===== config.mk =====
export PLATFORM = sky130hd
export DESIGN_NAME = if_fetch_stage
export DESIGN_NICKNAME = d
export VERILOG_FILES = /design/src/rtl/if_fetch_stage.sv
export SDC_FILE = /design/constraint.sdc
export NUM_CORES = 1
export LEC_CHECK = 0
export BUFFER_PORTS_ARGS = -buffer_cell sky130_fd_sc_hd__buf_2
export CORE_AREA = 2 2 148 150
export DETAILED_ROUTE_END_ITERATION = 8
export DIE_AREA = 0 0 150 152
export MAX_ROUTING_LAYER = met4
export REMOVE_ABC_BUFFERS = 1
export SETUP_SLACK_MARGIN = 0.3
export SYNTH_ARGS = -nofsm -noshare
export SYNTH_HDL_FRONTEND = slang
export SYNTH_SLANG_ARGS = --single-unit

===== constraint.sdc =====
create_clock -name clk_i -period 15.4 [get_ports clk_i]
set_clock_uncertainty 0.15 [all_clocks]
set_input_delay 3.08 -clock clk_i [delete_from_list [all_inputs] [get_ports clk_i]]
set_output_delay 3.08 -clock clk_i [all_outputs]
set_load 0.02 [all_outputs]

===== src/rtl/if_fetch_stage.sv =====
`default_nettype none
// ============================================================================
// Module   : if_fetch_stage
// Purpose  : RV32I instruction fetch with one outstanding imem request,
//            load-use hold buffer and IF/ID pipeline register.
// Revision : 1.0
// ============================================================================
module if_fetch_stage #(
  parameter logic [31:0] RESET_PC  = 32'h0000_0000,
  parameter logic [31:0] NOP_INSTR = 32'h0000_0013
) (
  input  logic        clk_i,
  input  logic        rst_i,
  input  logic        stall_i,
  input  logic        flush_i,
  input  logic [31:0] branch_target_i,
  output logic        imem_req_o,
  output logic [31:0] imem_addr_o,
  input  logic        imem_ready_i,
  input  logic        imem_rvalid_i,
  input  logic [31:0] imem_rdata_i,
  output logic [31:0] pc_o,
  output logic [31:0] instr_o,
  output logic        valid_o
);

  typedef enum logic [1:0] {
    ST_FETCH = 2'd0,
    ST_WAIT  = 2'd1,
    ST_HOLD  = 2'd2
  } state_t;

  state_t      r_state;
  state_t      w_state_nxt;
  logic [31:0] r_pc;
  logic [31:0] w_pc_nxt;
  logic        r_drop;
  logic        w_drop_nxt;
  logic [31:0] r_buf_pc;
  logic [31:0] r_buf_instr;
  logic        w_buf_load;
  logic        w_if_load_mem;
  logic        w_if_load_buf;
  logic [31:0] r_if_pc;
  logic [31:0] r_if_instr;
  logic        r_if_valid;

  always_comb begin
    w_state_nxt   = r_state;
    w_pc_nxt      = r_pc;
    w_drop_nxt    = r_drop;
    w_buf_load    = 1'b0;
    w_if_load_mem = 1'b0;
    w_if_load_buf = 1'b0;
    case (r_state)
      ST_FETCH: begin
        if (imem_ready_i) begin
          w_state_nxt = ST_WAIT;
          // A flush racing the acceptance leaves a wrong-path word in flight.
          w_drop_nxt  = flush_i;
        end
      end
      ST_WAIT: begin
        if (imem_rvalid_i) begin
          w_state_nxt = ST_FETCH;
          w_drop_nxt  = 1'b0;
          if (!r_drop && !flush_i) begin
            w_pc_nxt = r_pc + 32'd4;
            if (stall_i) begin
              w_state_nxt = ST_HOLD;
              w_buf_load  = 1'b1;
            end else begin
              w_if_load_mem = 1'b1;
            end
          end
        end else if (flush_i) begin
          w_drop_nxt = 1'b1;
        end
      end
      ST_HOLD: begin
        if (flush_i) begin
          w_state_nxt = ST_FETCH;
        end else if (!stall_i) begin
          w_state_nxt   = ST_FETCH;
          w_if_load_buf = 1'b1;
        end
      end
      default: w_state_nxt = ST_FETCH;
    endcase
    if (flush_i) begin
      w_pc_nxt = branch_target_i;
    end
  end

  always_ff @(posedge clk_i or posedge rst_i) begin
    if (rst_i) begin
      r_state     <= ST_FETCH;
      r_pc        <= RESET_PC;
      r_drop      <= 1'b0;
      r_buf_pc    <= 32'd0;
      r_buf_instr <= NOP_INSTR;
      r_if_pc     <= 32'd0;
      r_if_instr  <= NOP_INSTR;
      r_if_valid  <= 1'b0;
    end else begin
      r_state <= w_state_nxt;
      r_pc    <= w_pc_nxt;
      r_drop  <= w_drop_nxt;
      if (w_buf_load) begin
        r_buf_pc    <= r_pc;
        r_buf_instr <= imem_rdata_i;
      end
      // Flush keeps pc_o but turns the slot into a bubble.
      if (flush_i) begin
        r_if_instr <= NOP_INSTR;
        r_if_valid <= 1'b0;
      end else if (w_if_load_mem) begin
        r_if_pc    <= r_pc;
        r_if_instr <= imem_rdata_i;
        r_if_valid <= 1'b1;
      end else if (w_if_load_buf) begin
        r_if_pc    <= r_buf_pc;
        r_if_instr <= r_buf_instr;
        r_if_valid <= 1'b1;
      end
    end
  end

  assign imem_req_o  = (r_state == ST_FETCH) && !rst_i;
  assign imem_addr_o = r_pc;
  assign pc_o        = r_if_pc;
  assign instr_o     = r_if_instr;
  assign valid_o     = r_if_valid;

endmodule
`default_nettype wire

[After elaboration in Yosys (flattened, before gate mapping)]
Index checks and enable logic that the tools add are counted.
Word-level totals
  output and inout bits: 98
  word-level logic and storage cells: 65
  register bits after elaboration: 164
  input port bits: 70
Operators by class
  bitwise logic cells: 1
  equality and inequality tests: 6
  add/sub/neg operators: 1
  mux-type cells: 33
  reductions and logical operators: 16
Operator list (count)
  two-way mux 32 bit: 9
  adder 32 x 3 -> 32 bit (second input constant): 1
  two-way mux 1 bit: 16
  two-way mux 2 bit: 6
  nonzero test 2 bit: 5
  AND reduction 3 bit: 3
  inequality test 3 bit (second input constant): 2
  case mux 2 bit (3 select lines): 1
  inequality test 2 bit (second input constant): 2
  logical NOT 1 bit: 3
  nonzero test 3 bit: 1
  == test 2 x 1 -> 1 bit (second input constant): 1
  == test 2 bit (second input constant): 1
  logical AND 1 bit: 2
  logical NOT 2 bit: 1
  case mux 1 bit (2 select lines): 1
  AND reduction 2 bit: 1
  inverter 1 bit: 1

[Depth between registers and ports, before layout]
Gate-level depths: netlist of run 1.
  depth in word-level cells: 7
  mapped depth: 7
  depth with buffers taken out: 5

[Least setup slack after synthesis of run 1]
OpenSTA, ideal clock, no wires.
  path type: input port to output port
  start: input rst_i
  end: output imem_req_o
  required time: 12170 ps
  path slack: 8635 ps
  path buffers: 0
  data arrival time: 3535 ps
  stages: 1
  cells stage by stage: nor3_1
On the way
  word-level cells in the longest chain between the ends: 2
Ends and longest elaborated chain
  start: declaration: line 13  | input logic rst_i,
  logical NOT 1 bit: line 129  | assign imem_req_o = (r_state == ST_FETCH) && !rst_i;
  logical AND 1 bit: line 129
  end: declaration: line 17  | output logic imem_req_o,
No other way between the ends.

[Worst setup path in the final report of run 1]
Ends and elaborated chain as after synthesis.

==> results of run 1 <==
[cells by family (layout without fill, tap and decap cells)]
group           count (synthesis)  after routing
xor+xnor                        7              7
flops                         164            164
fa+ha+maj                       1              1
other cells                     0              1
mux                            98             98
buf+inv                        63            216
compound gates                150            150
simple gates                  178            178
[cells in the mapped netlist (2+ instances only)]
master	count
nor3_1	3
o31ai_1	13
buf_2	9
a21oi_1	4
a311oi_1	2
mux2i_1	34
clkbuf_1	35
mux2_2	64
dfrtp_1	158
xor2_1	3
o22ai_1	29
and3_1	6
o211ai_1	6
o21ai_0	75
dfstp_2	6
or4_1	23
nand4_1	10
a221oi_1	4
nor2_1	24
xnor2_1	4
a31oi_1	16
nand3_1	47
buf_1	8
inv_1	8
nand2_1	57
and4_1	2
or3_1	2
[registers in the layout, indices dropped and copies added, names as in the netlist]
register and count:
r_drop 1, pc_o 32, r_state 2, imem_addr_o 32
valid_o 1, r_buf_instr 32, instr_o 32, r_buf_pc 32
[stage by stage]
| step | utilization | hold slack (ns) | setup slack, ns | total power [W] | cells |
|---|---|---|---|---|---|
| 2_1_floorplan | - | 0.299 | 6.00 | 0.000843 | 607 |
| 3_3_place_gp | 0.391 | 0.307 | 8.65 | 0.000948 | 1062 |
| 3_5_place_dp | 0.391 | 0.315 | 8.64 | 0.000960 | 1062 |
| 4_1_cts | 0.420 | 0.330 | 8.63 | 0.00142 | 1094 |
| 5_1_grt | 0.420 | 0.346 | 8.62 | 0.00148 | 1095 |
| 6_report | 0.420 | 0.325 | 8.65 | 0.00140 | 1095 |
[power breakdown]
part | total [W] | internal [W] | switching, W
clock | 0.000452 | 0.000267 | 0.000185
sequential | 0.000626 | 0.000556 | 0.0000699
combinational | 0.000320 | 0.000141 | 0.000179
total | 0.00140 | 0.000964 | 0.000434
[cells in the final DEF (no fill, tap or decap), types with 2 or more instances in the layout]
cell	count
a31oi_1	16
xor2_1	3
a21oi_1	4
dfrtp_1	158
and3_1	6
clkinv_2	2
o31ai_1	13
and4_1	2
a221oi_1	4
a311oi_1	2
dfstp_2	6
clkinv_4	4
inv_1	7
bufinv_16	3
nand4_1	10
o22ai_1	29
mux2_2	64
o211ai_1	6
nand2_1	57
or4_1	23
buf_2	167
inv_6	3
nor3_1	2
buf_4	8
nor2_1	24
mux2i_1	34
clkbuf_8	2
clkbuf_16	17
xnor2_1	4
o21ai_0	75
or3_1	2
nand3_1	46
[how the worst max path moves through the flow]
stage,start,cells after the start,to
after floorplan,imem_rvalid_i,4,pc_o[0]
after global placement,rst_i,3,imem_req_o
after detailed placement,rst_i,3,imem_req_o
after CTS,rst_i,3,imem_req_o
after global routing,rst_i,3,imem_req_o
final,rst_i,3,imem_req_o
[cell type report]
| class | count | area, µm² |
|---|---|---|
| Antenna cell | 1 | 2.50 |
| Clock buffer | 19 | 453 |
| Clock inverter | 13 | 171 |
| Fill cell | 2120 | 12400 |
| Inverter | 9 | 38.8 |
| Multi-Input combinational cell | 434 | 2940 |
| Sequential cell | 164 | 4110 |
| Tap cell | 280 | 350 |
| Timing Repair Buffer | 175 | 896 |
[tightest hold or removal path, stage by stage, from the launching register on]
cell     delay (ns)
dfrtp_1        0.34
nand2_1        0.04
o21ai_0        0.06
[routing by layer]
metal,vias up,wire length (µm),track usage
li1,2715,-,-
met1,2793,8800,0.232
met2,126,8610,0.261
met3,17,787,0.0330
met4,0,265,0.0526
met5,-,0,-
==> qor.yml, run 1 <==
cts_tree: "done"
die_height_um: 152
cp_slowest_cell: "buf_2"
powerDensity_nw_per_um2: 156
core_area_um2: 21400
holdPathEnd: "pc_o[30]"
syn_inst: 661
slowest_delay_ns: 0.19
synth_area_um2: 7280
crit_chain: "buf_2 > nor3_1 > buf_2"
seq_area_frac_synth: 0.565
vias: 5651
synth_fa_ha_area_frac: 0.00172
die_area_um2: 22800
worstHoldStart: "pc_o[30]"
die_x_um: 150
crit_arrival_ns: 3.52
yosys.area.top_type: "dfrtp_1"
synth_edf_count: 0
io_buffers: 167
antenna_found_initial: 1
critical_path_class: "in2out"
holdCritPathClass: "reg2reg"
cp_top_family: "buffers and inverters"
finalSetupViolCount: 0
ys_warn_count: 0
postPlaceCellArea_um2: 8340
routed_wl_mm: 18.5
postCtsHoldBufs: 0
slew_viol_final: 0
grt_max_degree: 94
max_freq_mhz: 148
grt_pass1_wl_mm: 29.9
wl_per_cell_um: 16.9
clockBufferDepth: 2
p_leak_nw: 4.02
first_global_vias: 5600
min_period_over_period: 0.439
slew_headroom: 0.373
synth-simple-area-share: 0.123
cp_max_fo: 2
layout-drive-gt1-share: 0.349
min_period_ns: 6.75
yosysTopAreaCellShare: 0.543
drc: 0
globalRouteTotalUtil: 0.171
h-tree-depth: 4
crit_top_cell: "buf_2"
synth_top_cells_by_area: "dfrtp_1, mux2_2, o21ai_0"
areaGrowthSynthToFinish_pct: 23.2
cts_sinks: 164
synthArstFlopShare: 1.00
critPathLaunchType: "input port"
final_hold_viol_count: 0
gp_congestion: 0.741
status: "complete, no violations"
cp-end-kind: "primary output"
cts_root_buf: "clkbuf_16"
dpl.hpwl_mm: 11.5
numCtsBuffers: 17
ys_types: 36
clock_latency_ns: 0.42
post-cts-setup-buffers: 0
synth_compound_area_frac: 0.121
design_area_um2: 8970
r2r-start: "r_state[1]"
r2r_slack_ns: 11.93
required_ns: 12.17
synth_flop_cell: "dfrtp_1"
fin_nets: 872
clk_pin_slew_worst_paths_ns: 0.06
post_cts_resized: 0
synthXorXnorAreaFrac: 0.00842
yosys_register_bits: 164
reg2reg_depth: 5
hold_depth: 2
maxCapViolCount: 0
grt_setup_unrepaired: "no"
rows: 54
setup_tns_ns: 0
crit_buf_inv: 2
vias_per_cell: 5.16
first_pass_iters: 4
muxShareOfSynthArea: 0.146
drtIter0Drc: 208
peakVddDrop_mv: 0.0756
ant_nets: 0
synth_top_family_by_area: "multiplexers"
worst_pin_slew_ns: 0.938
syn_avg_cell_area_um2: 11.0
boundaryPins: 168
initial_core_util: 0.341
overflow: 0
timing.rr.end: "imem_addr_o[29]"
Power figures use the tool's default switching activity.
==> inputs of run 2 (changes only) <==
- ABC_AREA: not set -> 1
- CORE_AREA: 2 2 148 150 -> 2 2 152 154
- DIE_AREA: 0 0 150 152 -> 0 0 154 156
- clock period: 15.4 -> 5.71 ns (I/O delays scaled with it)
==> run 2 against run 1 <==
Against the previous run: synthesized area rose by 5.4%; setup slack got worse by 6.5 ns; sequential cell count did not move; critical endpoint is now instr_o[4]; count of clock-buffer cells in the layout fell by 1; sequential power rose to 2.8 times the previous value.
==> qor.yml, run 2 <==
boundaryPins: 168  # unchanged
overflow: 0  # unchanged
crit_top_cell: "nand2_1"
wl_per_cell_um: 15.9  # -5.6%
multi_input_area_um2: 2990  # +1.4%
synthMostInstantiatedCell: "nand2_1"
die_height_um: 156  # +2.6%
post-cts-setup-buffers: 0  # unchanged
rows: 55  # +1.9%
postPlaceCellArea_um2: 8690  # +4.2%
final_common_cell: "nand2_1"
first_pass_iters: 5  # +1
dpl.hpwl_mm: 14.3  # +24%
clk_pin_slew_worst_paths_ns: 0.07  # about the same
clockBufferDepth: 2  # unchanged
critical_path_class: "in2reg"
met3_usage: 0.0342  # +0.00113
io_buffers: 167  # unchanged
numCtsBuffers: 17  # unchanged
synthTopCellsByCount: "nand2_1, dfrtp_1, o21ai_0"
synth_top_cells_by_area: "dfrtp_1, nand2_1, o21ai_0"
max_freq_mhz: 279
peakVddDrop_mv: 0.190  # +150%
diodes: 0  # -1
crit_chain: "buf_2 > buf_4 > inv_2 > nand2_1 > nor2_1 > nand2_2 > o21ai_4 > inv_6 > nand2_1 > o21ai_1 > inv_1"
h-tree-depth: 4  # unchanged
ys_types: 30  # -17%
drc: 0  # unchanged
antenna_found_initial: 0  # -1
min_period_over_period: 0.627
seq_area_frac_synth: 0.536  # -0.0292
clock_latency_ns: 0.43  # about the same
synth_area_um2: 7680  # +5.4%
yosysTopAreaCellShare: 0.515  # -0.0281
slew_headroom: 0.230  # -0.143
crit_arrival_ns: 3.79  # +0.27 ns
cts_sinks: 164  # unchanged
postCtsHoldBufs: 0  # unchanged
slowest_delay_ns: 0.59  # +0.40 ns
slew_viol_final: 0  # unchanged
cp_max_fo: 63  # +61
layout_common_cells: "nand2_1, buf_2, dfrtp_1"
die_x_um: 154  # +2.7%
syn_avg_cell_area_um2: 8.14  # -26%
cp-end-kind: "register"
synth_edf_count: 0  # unchanged
busiest_layer: "met2"
initial_core_util: 0.343  # +0.00227
ant_nets: 0  # unchanged
critPathLaunchType: "input port"
vias: 6729  # +19%
holdCritPathClass: "reg2reg"
seq_area_um2: 4110  # unchanged
drtIter0Drc: 433  # +110%
routed_wl_mm: 22.0  # +19%
maxCapViolCount: 0  # unchanged
areaGrowthSynthToFinish_pct: 21.3
yosys_register_bits: 164  # unchanged
worst_pin_slew_ns: 1.15  # +0.217 ns
fin_nets: 1157  # +33%
final_hold_viol_count: 0  # unchanged
layout-drive-gt1-share: 0.207  # -0.141
gp_congestion: 0.807  # +8.9%
finalSetupViolCount: 0  # unchanged
syn_inst: 943  # +43%
grt_pass1_wl_mm: 35.3  # +18%
crit_buf_inv: 5  # +3
cts_tree: "done"
cp_top_family: "buffers and inverters"
post_cts_resized: 0  # unchanged
use_met1: 0.261  # +0.0288
status: "complete, no violations"
grt_setup_unrepaired: "no"
core_area_um2: 22400  # +4.8%
vias_per_cell: 4.86  # -5.8%
design_area_um2: 9310  # +3.8%
cp_slowest_cell: "nand2_2"
globalRouteTotalUtil: 0.193  # +0.0212
min_period_ns: 3.58
powerDensity_nw_per_um2: 406  # +160%
fillers: 2306  # +8.8%
p_leak_nw: 4.73  # +18%
required_ns: 5.92  # -6.25 ns
grt_max_degree: 129  # +37%
first_global_vias: 6380  # +14%
die_area_um2: 24000  # +5.4%
yosys.area.top_type: "dfrtp_1"
grt_use_met2: 0.303  # +0.0421
setup_tns_ns: 0  # unchanged
ys_warn_count: 0  # unchanged
synth_flop_cell: "dfrtp_1"
synthArstFlopShare: 1.00  # unchanged
cts_root_buf: "clkbuf_16"
## run 2: cell types whose count changed after synthesis, sizes merged, moves of 12 or more
cell    change
nand2     +203
inv        +81
o21ai      +76
mux2       -64
nor2       +62
mux2i      -34
o211ai     +27
o22ai      -27
or4        -23
a31oi      -16
a22oi      +15
nand3      +15
o31ai      -12
## run 2: path summary, 6_finish.rpt
kind,start,cells after the start,slack [ns],end
setup / recovery,flush_i,11,2.13,instr_o[4]
hold reg to reg,valid_o,2,0.33,valid_o
min in group asynchronous,rst_i,2,0.76,r_state[0]
setup reg to reg,r_state[1],8,2.89,pc_o[30]
max in group asynchronous,rst_i,3,3.46,instr_o[21]
hold / removal,valid_o,2,0.33,valid_o
## run 2: area by class of cell
class	instances	share of cell area
clock buffers	18	0.0472
clock inverters	14	0.0189
inverters	89	0.0370
multi-input cells	639	0.321
flip-flops and latches	164	0.442
well taps	285	0.0383
repair buffers	175	0.0962
## run 2: cell families (layout without fill, tap and decap cells)
kind of cell / count (synthesis) / count (layout) / share of synthesized area
AND/OR/NAND/NOR: 414 / 414 / 0.216
AO/OA/AOI/OAI: 212 / 212 / 0.156
flip-flops: 164 / 164 / 0.536
buffers and inverters: 140 / 296 / 0.0771
XOR/XNOR: 12 / 12 / 0.0137
adder cells (fa/ha/maj): 1 / 1 / 0.00163
## run 2: metal layers
metal | vias to the layer above | wire length (µm)
met5 | - | 0
met4 | 0 | 216
met3 | 10 | 1250
met2 | 234 | 10300
met1 | 3124 | 10200
li1 | 3361 | -
## run 2: through the flow
step / setup WS (ns) / power (W) / instances / hold slack, ns / utilization
4_1_cts: 2.13 / 0.00381 / 1384 / 0.332 / 0.416
3_5_place_dp: 1.67 / 0.00260 / 1352 / 0.317 / 0.389
2_1_floorplan: -0.00540 / 0.00226 / 892 / 0.304 / -
6_report: 2.13 / 0.00378 / 1384 / 0.334 / 0.416
3_3_place_gp: 1.70 / 0.00257 / 1352 / 0.308 / 0.389
5_1_grt: 1.88 / 0.00403 / 1384 / 0.340 / 0.416
## run 2: worst min-delay path: stages (launching register included)
cell and delay (ns):
dfrtp_1 0.35, nand2_1 0.05, nand2_1 0.05
## run 2: report_power, final
group	switching, W	internal [W]	total (W)
Combinational	0.000538	0.000308	0.000846
Clock	0.000507	0.000706	0.00121
Sequential	0.000229	0.00150	0.00173
